## src/rtl/cw305_mbox_pkg.sv

```systemverilog
// Shared definitions for the CW305 PULPino mailbox: downlink FSM encoding,
// status-word bit positions and the status packing helper.
package cw305_mbox_pkg;

    localparam int STATUS_W = 32;

    typedef enum logic [1:0] {
        ST_IDLE    = 2'd0,
        ST_PRESENT = 2'd1,
        ST_ACK_LOW = 2'd2
    } mbox_state_e;

    localparam int ST_COUNT_LSB = 0;
    localparam int ST_UP_FULL   = 8;
    localparam int ST_FULL      = 9;
    localparam int ST_EMPTY     = 10;
    localparam int ST_OVF       = 11;
    localparam int ST_UDF       = 12;
    localparam int ST_TMO       = 13;
    localparam int ST_FSM_LSB   = 14;

    function automatic logic [STATUS_W-1:0] pack_status(
        input logic [7:0]  count,
        input logic        up_full,
        input logic        full,
        input logic        empty,
        input logic        ovf,
        input logic        udf,
        input logic        tmo,
        input mbox_state_e state
    );
        logic [STATUS_W-1:0] s;
        s = '0;
        s[ST_COUNT_LSB +: 8] = count;
        s[ST_UP_FULL]        = up_full;
        s[ST_FULL]           = full;
        s[ST_EMPTY]          = empty;
        s[ST_OVF]            = ovf;
        s[ST_UDF]            = udf;
        s[ST_TMO]            = tmo;
        s[ST_FSM_LSB +: 2]   = state;
        return s;
    endfunction

endpackage

```

## src/rtl/cw305_mbox_fifo.sv

```systemverilog
// Synchronous downlink FIFO for the mailbox. The head word is read straight
// out of the register storage, so it is valid in the same cycle it is popped.
module cw305_mbox_fifo #(
    parameter int pDEPTH_LOG2 = 3,
    parameter int pW          = 32
) (
    input  logic                   crypto_clk,
    input  logic                   reset_i,
    input  logic                   push,
    input  logic [pW-1:0]          push_data,
    input  logic                   pop,
    output logic [pW-1:0]          head,
    output logic                   full,
    output logic                   empty,
    output logic [pDEPTH_LOG2:0]   count
);
    localparam int DEPTH = 1 << pDEPTH_LOG2;

    logic [pW-1:0]          mem [DEPTH];
    logic [pDEPTH_LOG2-1:0] wr_ptr, rd_ptr;
    logic                   do_push, do_pop;

    assign full  = (count == (pDEPTH_LOG2+1)'(DEPTH));
    assign empty = (count == '0);
    assign head  = mem[rd_ptr];

    // A pop frees a slot in the same cycle, so a push into a full FIFO
    // alongside a pop is still accepted.
    assign do_pop  = pop & ~empty;
    assign do_push = push & (~full | do_pop);

    always_ff @(posedge crypto_clk) begin
        if (do_push) begin
            mem[wr_ptr] <= push_data;
        end
    end

    always_ff @(posedge crypto_clk) begin
        if (reset_i) begin
            wr_ptr <= '0;
            rd_ptr <= '0;
            count  <= '0;
        end else begin
            if (do_push) wr_ptr <= wr_ptr + 1'b1;
            if (do_pop)  rd_ptr <= rd_ptr + 1'b1;
            count <= count + (pDEPTH_LOG2+1)'(do_push) - (pDEPTH_LOG2+1)'(do_pop);
        end
    end

endmodule

```

## src/rtl/cw305_pulpino_mailbox_ctrl.sv

```systemverilog
// Host <-> PULPino word mailbox: downlink FIFO + 4-phase presenter, uplink
// holding register, sticky errors and status word. Optional MBOX_TIMEOUT_EN.
module cw305_pulpino_mailbox_ctrl
    import cw305_mbox_pkg::*;
#(
    parameter int pDEPTH_LOG2 = 3
`ifdef MBOX_TIMEOUT_EN
    ,
    parameter int pTIMEOUT    = 1000,
    parameter int pTO_W       = 16
`endif
) (
    input  logic                crypto_clk,
    input  logic                reset_i,
    input  logic                host_wr_valid,
    input  logic [31:0]         host_wr_data,
    input  logic                host_rd_req,
    output logic [31:0]         host_rd_data,
    input  logic                host_clr,
    output logic                core_rx_valid,
    output logic [31:0]         core_rx_data,
    input  logic                core_rx_ack,
    input  logic                core_tx_valid,
    input  logic [31:0]         core_tx_data,
    output logic                core_tx_ready,
    output logic [STATUS_W-1:0] status
);
    // Handshakes: downlink is 4-phase -- core_rx_valid rises with the word,
    // falls on the edge that sees core_rx_ack=1, and the next word is not
    // offered until ack returns low. Uplink is valid/ready -- a word
    // transfers on any edge where core_tx_valid and core_tx_ready are both 1.

    mbox_state_e           state_q, state_d;
    logic [31:0]           fifo_head;
    logic                  fifo_full, fifo_empty, pop;
    logic [pDEPTH_LOG2:0]  fifo_count;
    logic                  up_full_q;
    logic                  ovf_q, udf_q, tmo_q;
    logic                  ovf_evt, udf_evt;

    cw305_mbox_fifo #(
        .pDEPTH_LOG2 (pDEPTH_LOG2),
        .pW          (32)
    ) u_fifo (
        .crypto_clk (crypto_clk),
        .reset_i    (reset_i),
        .push       (host_wr_valid),
        .push_data  (host_wr_data),
        .pop        (pop),
        .head       (fifo_head),
        .full       (fifo_full),
        .empty      (fifo_empty),
        .count      (fifo_count)
    );

    assign pop           = (state_q == ST_IDLE) & ~fifo_empty;
    assign core_rx_valid = (state_q == ST_PRESENT);
    assign core_tx_ready = ~up_full_q;
    assign ovf_evt       = host_wr_valid & fifo_full & ~pop;
    assign udf_evt       = host_rd_req & ~up_full_q;

`ifdef MBOX_TIMEOUT_EN
    logic [pTO_W-1:0] to_cnt_q;
    logic             tmo_evt;
`endif

    always_comb begin
        state_d = state_q;
`ifdef MBOX_TIMEOUT_EN
        tmo_evt = 1'b0;
`endif
        case (state_q)
            ST_IDLE: begin
                if (!fifo_empty) state_d = ST_PRESENT;
            end
            ST_PRESENT: begin
                if (core_rx_ack) begin
                    state_d = ST_ACK_LOW;
`ifdef MBOX_TIMEOUT_EN
                end else if (to_cnt_q == pTO_W'(pTIMEOUT - 1)) begin
                    state_d = ST_ACK_LOW;
                    tmo_evt = 1'b1;
`endif
                end
            end
            ST_ACK_LOW: begin
                if (!core_rx_ack) state_d = ST_IDLE;
            end
            default: state_d = ST_IDLE;
        endcase
    end

    always_ff @(posedge crypto_clk) begin
        if (reset_i) begin
            state_q      <= ST_IDLE;
            core_rx_data <= '0;
        end else begin
            state_q <= state_d;
            if (pop) core_rx_data <= fifo_head;
        end
    end

`ifdef MBOX_TIMEOUT_EN
    // Counts cycles spent in PRESENT; any exit clears it for the next word.
    always_ff @(posedge crypto_clk) begin
        if (reset_i) begin
            to_cnt_q <= '0;
            tmo_q    <= 1'b0;
        end else begin
            if (state_q == ST_PRESENT && state_d == ST_PRESENT) to_cnt_q <= to_cnt_q + 1'b1;
            else                                              to_cnt_q <= '0;
            tmo_q <= tmo_evt | (tmo_q & ~host_clr);
        end
    end
`else
    assign tmo_q = 1'b0;
`endif

    // A read and a core offer in the same cycle while full: the read wins,
    // and the offer is not taken because ready was low.
    always_ff @(posedge crypto_clk) begin
        if (reset_i) begin
            up_full_q    <= 1'b0;
            host_rd_data <= '0;
        end else if (host_rd_req && up_full_q) begin
            up_full_q <= 1'b0;
        end else if (core_tx_valid && !up_full_q) begin
            up_full_q    <= 1'b1;
            host_rd_data <= core_tx_data;
        end
    end

    always_ff @(posedge crypto_clk) begin
        if (reset_i) begin
            ovf_q  <= 1'b0;
            udf_q  <= 1'b0;
            status <= '0;
        end else begin
            ovf_q  <= ovf_evt | (ovf_q & ~host_clr);
            udf_q  <= udf_evt | (udf_q & ~host_clr);
            status <= pack_status(8'(fifo_count), up_full_q, fifo_full, fifo_empty,
                                  ovf_q, udf_q, tmo_q, state_q);
        end
    end

endmodule

```

## config.mk

```make
export PLATFORM = sky130hd
export DESIGN_NAME = cw305_pulpino_mailbox_ctrl
export DESIGN_NICKNAME = d
export VERILOG_FILES = /design/src/rtl/cw305_mbox_pkg.sv /design/src/rtl/cw305_mbox_fifo.sv /design/src/rtl/cw305_pulpino_mailbox_ctrl.sv
export SDC_FILE = /design/constraint.sdc
export NUM_CORES = 1
export LEC_CHECK = 0
export ABC_AREA = 1
export CORE_MARGIN = 2
export CORE_UTILIZATION = 60
export DETAILED_ROUTE_END_ITERATION = 8
export HOLD_SLACK_MARGIN = 0.06
export PLACE_DENSITY_LB_ADDON = 0.12
export SLEW_MARGIN = 20
export SYNTH_ARGS = -nofsm -noshare
export SYNTH_HDL_FRONTEND = slang
export SYNTH_SLANG_ARGS = --single-unit
```

## constraint.sdc

```tcl
create_clock -name crypto_clk -period 7.6 [get_ports crypto_clk]
set_clock_uncertainty 0.1 [all_clocks]
set_input_delay 1.9 -clock crypto_clk [delete_from_list [all_inputs] [get_ports crypto_clk]]
set_output_delay 1.9 -clock crypto_clk [all_outputs]
set_load 0.005 [all_outputs]
```

Word level (Yosys, flattened, before mapping)
Memory sizes are Yosys's and may differ from the RTL's. A register that Yosys moved wholly into a read port is not among the register bits.
Index checks and enable logic that the tools add are counted.
- add/sub/neg operators: 4
- equal/unequal tests: 6
- multiplexer cells: 6
- bitwise operators: 17
- reductions and logical operators: 8
- operator list (kind ; number):
    bitwise AND 1 bit ; 8
    adder 3 x 1 -> 3 bit (second input constant) ; 2
    two-way mux 2 bit ; 3
    NOT 1 bit ; 6
    case mux 2 bit (3 select lines) ; 1
    adder 4 x 1 -> 4 bit ; 1
    == test 4 bit (second input constant) ; 1
    zero test 4 bit ; 1
    inequality test 2 bit (second input constant) ; 2
    subtractor 4 x 1 -> 4 bit ; 1
    bitwise OR 1 bit ; 3
    AND reduction 3 bit ; 1
    == test 2 x 1 -> 1 bit (second input constant) ; 1
    == test 2 bit (second input constant) ; 1
    logical AND 1 bit ; 2
    zero test 2 bit ; 1
    two-way mux 1 bit ; 2
    inequality test 2 x 1 -> 1 bit (second input constant) ; 1
    AND reduction 2 bit ; 1
    OR reduction 2 bit ; 1
    zero test 1 bit ; 1
- bits in registers: 79
- memory bits (writable): 256
- output and inout bits: 98
- memories kept: 1
- memories (memory ; depth ; bits a word ; read ports ; clocked after Yosys merged registers in ; wr ports ; RTL line ; source):
    u_fifo.mem ; 8 ; 32 ; 1 ; 1 ; 1 ; cw305_mbox_fifo.sv:19 ; logic [pW-1:0] mem [DEPTH];

Logic depth before layout (Yosys ltp)
- depth after elaboration: 8
- mapped depth: 16
- gate-level depth less buffers: 14

By module
From an unflattened synthesis, not the netlist that was laid out.
- cells, all modules: 1310
- area total of the unflattened synthesis: 14057.2 µm²
- modules (own cells, without submodules) (module ; instances ; cells each ; area an instance (µm²) ; seq. area each (µm²)):
    cw305_mbox_fifo ; 1 ; 879 ; 10720.3 ; 7947.6
    cw305_pulpino_mailbox_ctrl ; 1 ; 431 ; 3337.0 ; 1601.5

Least setup slack after synthesis
OpenSTA, ideal clock, no wires.
- kind: in2reg
- from: in host_wr_valid
- to: mem u_fifo.mem[0][0], enable pin
- setup time: 0.421 ns
- arrival time: 3.578 ns
- required time: 7.079 ns
- setup slack: 3.501 ns
- stages on the path: 3
- buffers on the path: 0
- cell sequence: nand2_1 -> or2_1 -> nor2_1
- cells in the longest elaborated chain, start to end: 3
- ends and longest elaborated chain (item ; RTL line ; source):
    start: declaration ; cw305_pulpino_mailbox_ctrl.sv:15 ; input logic host_wr_valid,
    bitwise AND 1 bit ; cw305_mbox_fifo.sv:30 ; assign do_push = push & (~full | do_pop);
    two-way mux 1 bit ; cw305_mbox_fifo.sv:33 ; if (do_push) begin
    two-way mux 1 bit (not written as such) ; cw305_mbox_fifo.sv:34 ; mem[wr_ptr] <= push_data;
    end: declaration ; cw305_mbox_fifo.sv:19 ;
Every way passes these cells.

==> out/results.ini <==
[sta]
worst_pin_slew_ns = 1.10
fmax_ghz = 0.251
fin_crit_sh_pct = 52.4
final_max_slew_viol_count = 0
finalSetupViolCount = 0
fin_crit_ns = 3.98
rsz0062_at_grt = no
slew_headroom_pct = 26.5
fin_setup_tns_ns = 0
hold_violations = 0

[finish]
most-common-layout-cells = 301 x nand2_1, 278 x inv_1, 256 x edfxtp_1
stdcell_area_um2 = 17100
regArea_um2 = 9490
final_common_cell = nand2_1
final_util_pct = 72.9
multiInputGateArea_um2 = 3370
drive_gt1_share_pct = 5.08
fill_cells = 1628
stdcell_count = 1913
area_delta_synth_final_pct = 19.4
fin_nets = 1647

[placement]
dp_hpwl_mm = 16.3
placed_cells_incl_taps = 1845
gp_congestion = 0.751
port_buffers = 147
placed_area_um2 = 15900

[clocking]
clock_sinks = 346
cts_resized = 0
clk_pin_slew_worst_paths_ns = 0.06
htreeDepth = 2
cts_setup_buffers = 0
cts-root-buf = clkbuf_16
cts_inserted_buffers = 36
cts_hold_buffers = 0
tritoncts = done
clkLatencyLatePin_ns = 0.50
clock_path_buffers = 3

[worst_setup_path]
crit_chain = clkdlybuf4s50_1, clkinv_2, o21ai_1, a21oi_1
max_stage_delay_ns = 0.97
end_kind = register
worstPathMaxFanout = 73
critical_path_class = input port to register
startpoint_type = input port
cp_top_family = buffers and inverters
cp.buffers_inverters = 2
crit_arrival_ns = 4.23
cp.required_ns = 7.85
crit_slowest_cell = clkinv_2

[detailed_routing]
vias = 9649
antenna_left = 0
wl_per_cell_um = 15.6
drt_iter0_drc = 774
post-route-drc-count = 0
drt-vias-per-instance = 5.04
first_pass_iters = 5
totalWireLength_mm = 29.9

[grt]
grt_pass1_wl_mm = 47.2
grt.total_usage_pct = 24.2
globalRouteOverflowTotal = 0
grt_max_degree = 106
grt_pass1_vias = 9487
antenna_found_initial = 0

[synth]
async_flop_share_pct = 0
synth_edf_count = 256
netlist_instances = 1444
ys_seq_area_share_pct = 66.4
ys.warnings.count = 0
ys_seq_elements = 346
syn-cell-area_um2 = 14300
synth_cell_types = 30
synth_ff_type = edfxtp_1
syn_area_per_cell_um2 = 9.89

[die]
die_w_um = 158
num_io_pins = 169
rows = 56
initial_core_util_pct = 61.0
die-area_um2 = 25100
core_um2 = 23400
die_h_um = 158

[power]
p_comb_share_pct = 26.3
clkPwrFrac_pct = 30.6
internal-power_mw = 3.73
p_leak_nw = 7.33
p_per_area_nw_per_um2 = 320
power.switching_mw = 1.72
p_sw_share_pct = 31.6
pwr-share-seq_pct = 43.1
ir_drop_mv = 0.180

[run_status]
status = finished, final reports clean

[flow_run]
drv_cap = 0

[min_path]
min_path_type = register to register

## final cells by class
type                    instances  area share [%]
flip-flops and latches        346            55.7
multi-input cells             742            19.7
repair buffers                157            9.44
inverters                     284            6.27
clock buffers                  46            5.69
well taps                     319            2.34
clock inverters                18           0.836
diodes                          1          0.0147
## synth_stat cells, types with 2 or more instances
cell / count / share of area, %
clkinv_1: 2 / 0.053
clkbuf_1: 22 / 0.58
buf_2: 43 / 1.5
ha_1: 8 / 0.70
inv_2: 3 / 0.079
xor2_1: 2 / 0.12
a21oi_1: 38 / 1.3
dfxtp_1: 90 / 13
clkbuf_4: 2 / 0.11
o21ai_1: 14 / 0.49
inv_1: 279 / 7.3
o21ai_0: 54 / 1.9
nand3_1: 197 / 6.9
nand2_1: 301 / 7.9
o31ai_1: 2 / 0.11
nor2_1: 95 / 2.5
nand3b_1: 2 / 0.11
edfxtp_1: 256 / 54
buf_1: 3 / 0.079
buf_4: 21 / 1.1
## worst paths after layout
path / from / endpoint / cells past startpoint / slack [ns]
max: reset_i / core_rx_data[28] / 4 / 3.62
min: udf_q / status[12] / 2 / 0.34
max reg2reg: u_fifo.count[2] / u_fifo.count[2] / 12 / 4.30
min reg2reg: udf_q / status[12] / 2 / 0.34
## power groups by stage
stage / clock (mW) / sequential [mW] / combinational, mW
2_1_floorplan: 0 / 2.33 / 0.994
5_1_grt: 1.76 / 2.38 / 1.62
3_5_place_dp: 0 / 2.38 / 1.42
3_3_place_gp: 0 / 2.38 / 1.38
4_1_cts: 1.68 / 2.35 / 1.44
6_report: 1.67 / 2.35 / 1.43
## per-stage QoR
stage | setup WS, ns | hold slack, ns | total power, mW
4_1_cts | 3.76 | 0.344 | 5.47
3_5_place_dp | 3.24 | 0.330 | 3.80
6_report | 3.62 | 0.342 | 5.45
3_3_place_gp | 3.30 | 0.329 | 3.76
5_1_grt | 3.37 | 0.370 | 5.75
2_1_floorplan | 3.50 | 0.310 | 3.33
## state kept, by name, summed over array words and instances, names as in the netlist
| register | count |
|---|---|
| u_fifo.wr_ptr | 3 |
| u_fifo.mem | 256 |
| udf_q | 1 |
| up_full_q | 1 |
| status | 11 |
| state_q | 2 |
| u_fifo.count | 4 |
| u_fifo.rd_ptr | 3 |
| ovf_q | 1 |
| core_rx_data | 32 |
| host_rd_data | 32 |
## cell families (layout without fill, tap and decap cells)
| logic type | count (synthesis) | in the layout | share of synthesized area, % |
|---|---|---|---|
| AO/OA/AOI/OAI | 109 | 109 | 3.87 |
| XOR/XNOR | 2 | 2 | 0.123 |
| adder cells (fa/ha/maj) | 9 | 9 | 0.841 |
| buffers and inverters | 376 | 505 | 10.9 |
| flip-flops | 346 | 346 | 66.4 |
| other | 1 | 22 | 0.0263 |
| AND/OR/NAND/NOR | 601 | 601 | 17.8 |
## layer usage
layer  vias to the layer above  track usage [%]  routed length [µm]
li1                       4805                -                   -
met1                      4532             31.0               12600
met2                       262             42.8               15300
met3                        50             3.62                1490
met4                         0             7.29                 496
met5                         -                0                   0
## tightest hold or removal path: stages, from the launching register on
cell and delay (ns):
dfxtp_1 0.30, inv_1 0.06, nor2_1 0.04
Note: power is estimated with default switching activity, not from simulation.
